## src/rtl/wave_pkg.sv

```systemverilog
// Shared types and helpers for the wave capture slice: FSM encoding, default widths,
// and the signed-to-offset-binary conversion used for the display RAM.
package wave_pkg;

    localparam int SAMPLE_WIDTH_DEF = 18;
    localparam int DEPTH_LOG2_DEF   = 8;

    typedef enum logic [1:0] {
        ARMED  = 2'd0,
        ACTIVE = 2'd1,
        WAIT   = 2'd2
    } state_t;

    // Flipping the sign bit maps two's complement onto 0..255 with zero at mid-scale.
    function automatic logic [7:0] to_offset_binary(input logic [7:0] top_bits);
        return {~top_bits[7], top_bits[6:0]};
    endfunction

endpackage

```

## src/rtl/wave_capture_if.sv

```systemverilog
// Sample-in / display-RAM-write bundle between music_player, wave_capture and the display.
// master = wave_capture side, slave = the producer/RAM/display side.
interface wave_capture_if
    import wave_pkg::*;
#(
    parameter int SAMPLE_WIDTH = SAMPLE_WIDTH_DEF,
    parameter int DEPTH_LOG2   = DEPTH_LOG2_DEF
) ();

    logic                    new_sample_ready;
    logic [SAMPLE_WIDTH-1:0] new_sample_in;
    logic                    wave_display_idle;
    logic [DEPTH_LOG2:0]     write_address;
    logic                    write_enable;
    logic [7:0]              write_sample;
    logic                    read_index;

    modport master (
        input  new_sample_ready, new_sample_in, wave_display_idle,
        output write_address, write_enable, write_sample, read_index
    );

    modport slave (
        output new_sample_ready, new_sample_in, wave_display_idle,
        input  write_address, write_enable, write_sample, read_index
    );

endinterface

```

## src/rtl/zero_cross_detect.sv

```systemverilog
// Purpose: flags a negative-to-non-negative sign change between successive accepted samples.
// Latency: trigger is combinational on the current strobe; prev_msb updates on every strobe.
// Backpressure: none, samples are never stalled.
module zero_cross_detect (
    input  logic clk,
    input  logic reset,
    input  logic new_sample_ready,
    input  logic sample_msb,
    output logic trigger
);

    logic prev_msb;

    always_ff @(posedge clk) begin
        if (reset) begin
            prev_msb <= 1'b0;
        end else if (new_sample_ready) begin
            prev_msb <= sample_msb;
        end
    end

    assign trigger = new_sample_ready & prev_msb & ~sample_msb;

endmodule

```

## src/rtl/wave_capture.sv

```systemverilog
// Purpose: triggered capture of 2^DEPTH_LOG2 samples into the non-displayed half of a double buffer;
//          optional decimation with `WAVE_CAPTURE_DECIMATE_EN. Latency: write 1 cycle after the strobe.
// Backpressure: none; samples arriving while a full buffer waits for display idle are dropped.
module wave_capture
    import wave_pkg::*;
#(
    parameter int SAMPLE_WIDTH = SAMPLE_WIDTH_DEF,
    parameter int DEPTH_LOG2   = DEPTH_LOG2_DEF,
    parameter int DECIM_LOG2   = 1
) (
    input  logic           clk,
    input  logic           reset,
    wave_capture_if.master bus
);

    state_t                state_q, state_d;
    logic [DEPTH_LOG2-1:0] count_q, count_d;
    logic                  trigger;
    logic                  keep_sample;
    logic                  do_write;
    logic                  do_swap;
    logic                  read_index_q;
    logic                  write_enable_q;
    logic [DEPTH_LOG2:0]   write_address_q;
    logic [7:0]            write_sample_q;
    logic                  unused_ok;

    zero_cross_detect u_zero_cross (
        .clk              (clk),
        .reset            (reset),
        .new_sample_ready (bus.new_sample_ready),
        .sample_msb       (bus.new_sample_in[SAMPLE_WIDTH-1]),
        .trigger          (trigger)
    );

`ifdef WAVE_CAPTURE_DECIMATE_EN
    logic [DECIM_LOG2-1:0] phase_q, phase_next;

    assign phase_next  = phase_q + DECIM_LOG2'(1);
    assign keep_sample = (phase_next == '0);

    // Phase counts samples since the trigger, so the trigger itself is offset 0.
    always_ff @(posedge clk) begin
        if (reset) begin
            phase_q <= '0;
        end else if (state_q == ARMED && trigger) begin
            phase_q <= '0;
        end else if (state_q == ACTIVE && bus.new_sample_ready) begin
            phase_q <= phase_next;
        end
    end
`else
    assign keep_sample = 1'b1;
`endif

    // Low sample bits and DECIM_LOG2 (in the plain build) have no function here.
    assign unused_ok = ^bus.new_sample_in ^ (DECIM_LOG2 != 0);

    always_comb begin
        state_d  = state_q;
        count_d  = count_q;
        do_write = 1'b0;
        do_swap  = 1'b0;
        case (state_q)
            ARMED: begin
                if (trigger) begin
                    do_write = 1'b1;
                    count_d  = count_q + DEPTH_LOG2'(1);
                    state_d  = ACTIVE;
                end
            end
            ACTIVE: begin
                if (bus.new_sample_ready && keep_sample) begin
                    do_write = 1'b1;
                    count_d  = count_q + DEPTH_LOG2'(1);
                    if (count_q == '1) begin
                        state_d = WAIT;
                    end
                end
            end
            WAIT: begin
                if (bus.wave_display_idle) begin
                    do_swap = 1'b1;
                    state_d = ARMED;
                end
            end
            default: state_d = ARMED;
        endcase
    end

    always_ff @(posedge clk) begin
        if (reset) begin
            state_q <= ARMED;
            count_q <= '0;
        end else begin
            state_q <= state_d;
            count_q <= count_d;
        end
    end

    // count_q is zero whenever ARMED, so it doubles as the write index for the trigger sample.
    always_ff @(posedge clk) begin
        if (reset) begin
            write_enable_q  <= 1'b0;
            write_address_q <= '0;
            write_sample_q  <= '0;
            read_index_q    <= 1'b0;
        end else begin
            write_enable_q <= do_write;
            if (do_write) begin
                write_address_q <= {~read_index_q, count_q};
                write_sample_q  <= to_offset_binary(bus.new_sample_in[SAMPLE_WIDTH-1 -: 8]);
            end
            if (do_swap) begin
                read_index_q <= ~read_index_q;
            end
        end
    end

    assign bus.write_enable  = write_enable_q;
    assign bus.write_address = write_address_q;
    assign bus.write_sample  = write_sample_q;
    assign bus.read_index    = read_index_q;

endmodule

```

## src/flat_wrapper.sv

```systemverilog
// flat-port wrapper written by rule: the top's interface ports become plain ports
module wave_capture_flat import wave_pkg::*;
#(
    parameter int SAMPLE_WIDTH = SAMPLE_WIDTH_DEF,
    parameter int DEPTH_LOG2   = DEPTH_LOG2_DEF,
    parameter int DECIM_LOG2   = 1
)
  (clk, reset, bus_new_sample_ready, bus_new_sample_in, bus_wave_display_idle, bus_write_address, bus_write_enable, bus_write_sample, bus_read_index);
  wave_capture_if #(.SAMPLE_WIDTH(SAMPLE_WIDTH), .DEPTH_LOG2(DEPTH_LOG2)) bus_i ();
  input  logic clk;
  input  logic reset;
  input wire logic [$bits(bus_i.new_sample_ready)-1:0] bus_new_sample_ready;
  input wire logic [$bits(bus_i.new_sample_in)-1:0] bus_new_sample_in;
  input wire logic [$bits(bus_i.wave_display_idle)-1:0] bus_wave_display_idle;
  output wire logic [$bits(bus_i.write_address)-1:0] bus_write_address;
  output wire logic [$bits(bus_i.write_enable)-1:0] bus_write_enable;
  output wire logic [$bits(bus_i.write_sample)-1:0] bus_write_sample;
  output wire logic [$bits(bus_i.read_index)-1:0] bus_read_index;
  assign bus_i.new_sample_ready = bus_new_sample_ready;
  assign bus_i.new_sample_in = bus_new_sample_in;
  assign bus_i.wave_display_idle = bus_wave_display_idle;
  assign bus_write_address = bus_i.write_address;
  assign bus_write_enable = bus_i.write_enable;
  assign bus_write_sample = bus_i.write_sample;
  assign bus_read_index = bus_i.read_index;
  wave_capture #(.SAMPLE_WIDTH(SAMPLE_WIDTH), .DEPTH_LOG2(DEPTH_LOG2), .DECIM_LOG2(DECIM_LOG2)) u_core (.clk(clk), .reset(reset), .bus(bus_i));
endmodule
```

## config.mk

```make
export PLATFORM = sky130hd
export DESIGN_NAME = wave_capture_flat
export DESIGN_NICKNAME = d
export VERILOG_FILES = /design/src/rtl/wave_pkg.sv /design/src/rtl/wave_capture_if.sv /design/src/rtl/zero_cross_detect.sv /design/src/rtl/wave_capture.sv /design/src/flat_wrapper.sv
export SDC_FILE = /design/constraint.sdc
export NUM_CORES = 1
export LEC_CHECK = 0
export CAP_MARGIN = 15
export CORE_UTILIZATION = 40
export CTS_CLUSTER_SIZE = 8
export DETAILED_ROUTE_END_ITERATION = 12
export HOLD_SLACK_MARGIN = 0.02
export PLACE_DENSITY = 0.77
export SLEW_MARGIN = 20
export SYNTH_ARGS = -nofsm -noshare
export SYNTH_HDL_FRONTEND = slang
export SYNTH_HIERARCHICAL = 1
export SYNTH_SLANG_ARGS = --single-unit
```

## constraint.sdc

```tcl
create_clock -name clk -period 1.7 [get_ports clk]
set_clock_uncertainty 0.2 [all_clocks]
set_input_delay 0.34 -clock clk [delete_from_list [all_inputs] [get_ports clk]]
set_output_delay 0.34 -clock clk [all_outputs]
set_load 0.02 [all_outputs]
```

==> results by stage <==
Worst setup path:
- The standard cell with the maximum stage delay on the critical path is or4_1.
- Walking the worst path, the cells encountered are dlygate4sd2_1, and3b_2, mux2i_1, buf_4, or4_1, a21oi_2.
- The setup slack of the worst register-to-register path is 0.04 ns.
- The cell family contributing the most delay on the critical path is simple AND/OR/NAND/NOR gates.
- The worst endpoint data arrival time is 1.73 ns.
- The capturing element type of the critical path is a register.
- The kind of start point of the critical path is a primary input.
- The data required time of the worst path is 1.76 ns.
- The count of buffer and inverter cells on the critical path is 2.
- The critical path is of the in -> reg type.
- On the worst path, the slowest cell contributes a delay of 0.49 ns.
- Along the worst path, the maximum fanout reaches 8.

Die:
- The starting utilization of the core area is 43.2%.
- The die covers 3280 sq um.
- The site row count is 19.
- The core footprint is 2830 sq um.
- The floorplan step set the die height to 57.3 um.
- The boundary pin count is 41.
- In this run the horizontal extent of the chip is 57.3 um.

CTS:
- The H-tree generated during clock tree synthesis spans 2 levels.
- The clock transition at the registers of the reported paths is 0.09 ns.
- CTS saw 30 sinks.
- The clock root buffer is clkbuf_4.
- TritonCTS created 5 clock buffers.
- The clock passes through at most 2 buffers.
- The clock latency at the later pin of the worst-skew pair is 0.33 ns.
- The cts-stage hold buffer count is 0.
- TritonCTS built the clock tree.

Final layout:
- From synthesis to final layout, the design area changed by 41.8%.
- Counting the fill cells in the layout gives 250.
- The library cell used most frequently in the layout, excluding fill and tap cells, is dfxtp_1.
- The repair_antennas step left the layout with diodes totalling 0.
- The design area is 1730 sq um.
- In the layout the commonest cells are dfxtp_1 (26), a21oi_1 (22), dlygate4sd2_1 (21).
- Cells with a size suffix above 1 make up 20.0% of the layout.
- The net count of the finished layout is 202.

Synth:
- The number of different library cells in the post-synthesis netlist is 29.
- The synthesized netlist devotes 22.5% of its cell area to compound gates.
- The post-synthesis xor/xnor area fraction is 0.716%.
- After synthesis, the largest family of logic cells by area is compound AO/OA/AOI/OAI gates.
- The post-synth net total is 163.
- For this run, asynchronously set or reset flops after synthesis account for 0%.
- Each instance of the synthesized netlist takes up on average 8.73 sq um.
- The number of enable-type register cells in the synthesized netlist is 0.
- The share of synthesized cell area in and, or, nand and nor gates is 17.7%.
- The mux contribution to synthesized area is 3.48%.
- The share of the Yosys chip area taken by registers is 49.1%.
- The area of the mapped netlist is 1220 sq um.
- The synthesized-area fraction occupied by adder cells is 1.02%.
- The flip-flop and latch count after synthesis is 30.
- Synthesis handed over a netlist of 140 instances.
- The most used flip-flop cell after synthesis is dfxtp_1.
- The number of warnings printed during yosys synthesis is 6.

Route:
- The detailed-routing iteration count for the pre-antenna-repair pass is 8.
- In the routed layout, each cell is associated on average with a via count of 5.59.
- The detailed-route wire length is 2.82 mm.
- In this run, the number of DRC markers left after iteration 0 of detailed routing was 40.
- In the final routed layout, each cell accounts on average for 13.4 um.
- The count of nets left with antenna violations once routing finished came out at 0.
- The number of vias in the routed layout is 1179.
- For this run, design rule violations remaining after detail routing come to 2.

Power:
- The internal power is 1.26 mW.
- The proportion of power drawn by flip-flops and latches is 45.9%.
- Of the total power, the share spent switching nets is 19.2%.
- Of the total power, combinational logic draws 6.6%.
- The power share of the clock group is 47.4%.
- The worst voltage drop across the vdd grid is 0.743 mV.
- The total power per unit cell area is 904 nW/um^2.
- In this run the static leakage power is 0.690 nW.
- For this design the total switching power over the nets is 0.301 mW.

Timing:
- Setup violations remaining at the end of the flow were counted as 0.
- The worst relative slew slack is 79.4%.
- The transition time of the tightest slew-check pin is 0.308 ns.
- The final critical-path required period is 1.67 ns.
- The number of pins with negative max-slew slack in the final report is 0.
- Based on the critical path, the design can be clocked at up to 600 MHz.
- The number of hold violations in the final report is 0.
- Setup repair after global routing could not meet its margin everywhere.
- Hold timing on the final database bottoms out at a slack of 0.189 ns.
- The share of the cycle needed by the critical path after routing is 98.1%.

GRT:
- The total track usage is 18.4%.
- The number of antenna violations at the first check in global routing is 0.
- The largest net degree at the start of global routing is 17.
- The number of global-route vias before repair is 1077.
- The first global-routing pass estimated 4.69 mm of wire.
- After global routing the overflow that remains totals 0.

Placement:
- Routability-driven placement finished with a final weighted congestion of 0.795.
- The HPWL after detailed placement is 2.04 mm.
- The post-place instance area is 1620 sq um.
- Buffers placed on the I/O ports in this run total 30.

Min path:
- The path class of the tightest hold or removal check is in -> reg.

Status:
- The checks that failed: design-rule violations.
- The flow ran to the end, but the final reports show violations.

Flow run:
- Across the run, the number of max-cap violations was 0.
[state kept, by name (all words and copies together) (netlist names)]
name / count
u_core/bus.write_sample: 8
u_core/bus.write_address: 9
u_core/bus.read_index: 1
u_core/u_zero_cross/prev_msb: 1
u_core/state_q: 2
u_core/count_q: 8
u_core/bus.write_enable: 1
[final timing paths]
check / startpoint / cells past startpoint / end
worst max-delay path: bus_new_sample_in[17] / 6 / u_core/count_q[6]
worst min register to register: u_core/bus.write_sample[5] / 2 / u_core/bus.write_sample[5]
worst max register to register: u_core/u_zero_cross/prev_msb / 5 / u_core/count_q[6]
worst min-delay path: bus_new_sample_in[17] / 2 / u_core/bus.write_sample[7]
[final cells by class]
class / count / area [sq um] / area share (%)
flip-flops and latches: 30 / 606 / 34.9
multi-input cells: 96 / 574 / 33.1
clock inverters: 2 / 60.1 / 3.47
well taps: 31 / 38.8 / 2.24
repair buffers: 45 / 399 / 23.0
clock buffers: 6 / 51.3 / 2.96
inverters: 1 / 3.75 / 0.217
[synth_stat cells (all sizes together), types with 2 or more instances]
master  number  area [sq um]
or4          3          22.5
clkbuf       8          30.0
a21oi       24           120
o21ai       20           100
nand2        2          7.51
o31ai        3          22.5
buf          5          32.5
nor2         5          18.8
a311oi       2          17.5
mux2         2          22.5
nand3       18          90.1
or3          3          18.8
nand4b       2          17.5
mux2i        2          20.0
dfxtp       30           601
[worst reg2reg max path: cells and delay by family, from the launching register on]
| family | cells | cell delay (ns) |
|---|---|---|
| and+or+nand+nor | 2 | 0.69 |
| muxes | 1 | 0.07 |
| buffers and inverters | 1 | 0.16 |
| AOI/OAI and AO/OA | 1 | 0.16 |
| DFF | 1 | 0.33 |
[power by group through the flow]
stage	Clock (mW)	Combinational, mW	Sequential [mW]
after floorplan	0	0.0392	0.743
after CTS	0.757	0.103	0.719
after global routing	0.799	0.112	0.722
final	0.743	0.104	0.720
after global placement	0	0.107	0.735
after detailed placement	0	0.109	0.735
[cell families (layout without fill, tap and decap cells)]
logic type	after synthesis	after routing
AOI/OAI and AO/OA	51	51
xor gates and xnor gates	1	1
adders and majority gates	1	1
buffers and inverters	14	54
DFF	30	30
muxes	4	4
and+or+nand+nor	39	39
[per-layer routing]
metal	up-vias	GRT usage [%]	routed length, um
met5	-	0	0
met3	0	7.71	184
li1	589	-	-
met2	44	31.6	1420
met4	0	4.18	0
met1	546	21.5	1220
[repair_timing]
action / CTS / global route
pin swaps: 4 / 1
setup buffers: 0 / 0
endpoints found under the setup margin: 39 / 5
resized for setup: 22 / 8
[stage by stage]
step	TNS (ns)	setup WS [ns]	util [%]	std cells	total power, mW
final	0	0.0326	61.3	211	1.57
after detailed placement	-10.06	-0.489	57.4	203	0.845
after global routing	-0.0341	-0.0341	61.3	211	1.63
after global placement	-9.04	-0.446	57.4	203	0.842
after CTS	0	0.0229	60.6	211	1.58
after floorplan	0	0.0384	-	140	0.782
Note: power is estimated with default switching activity, not from simulation.
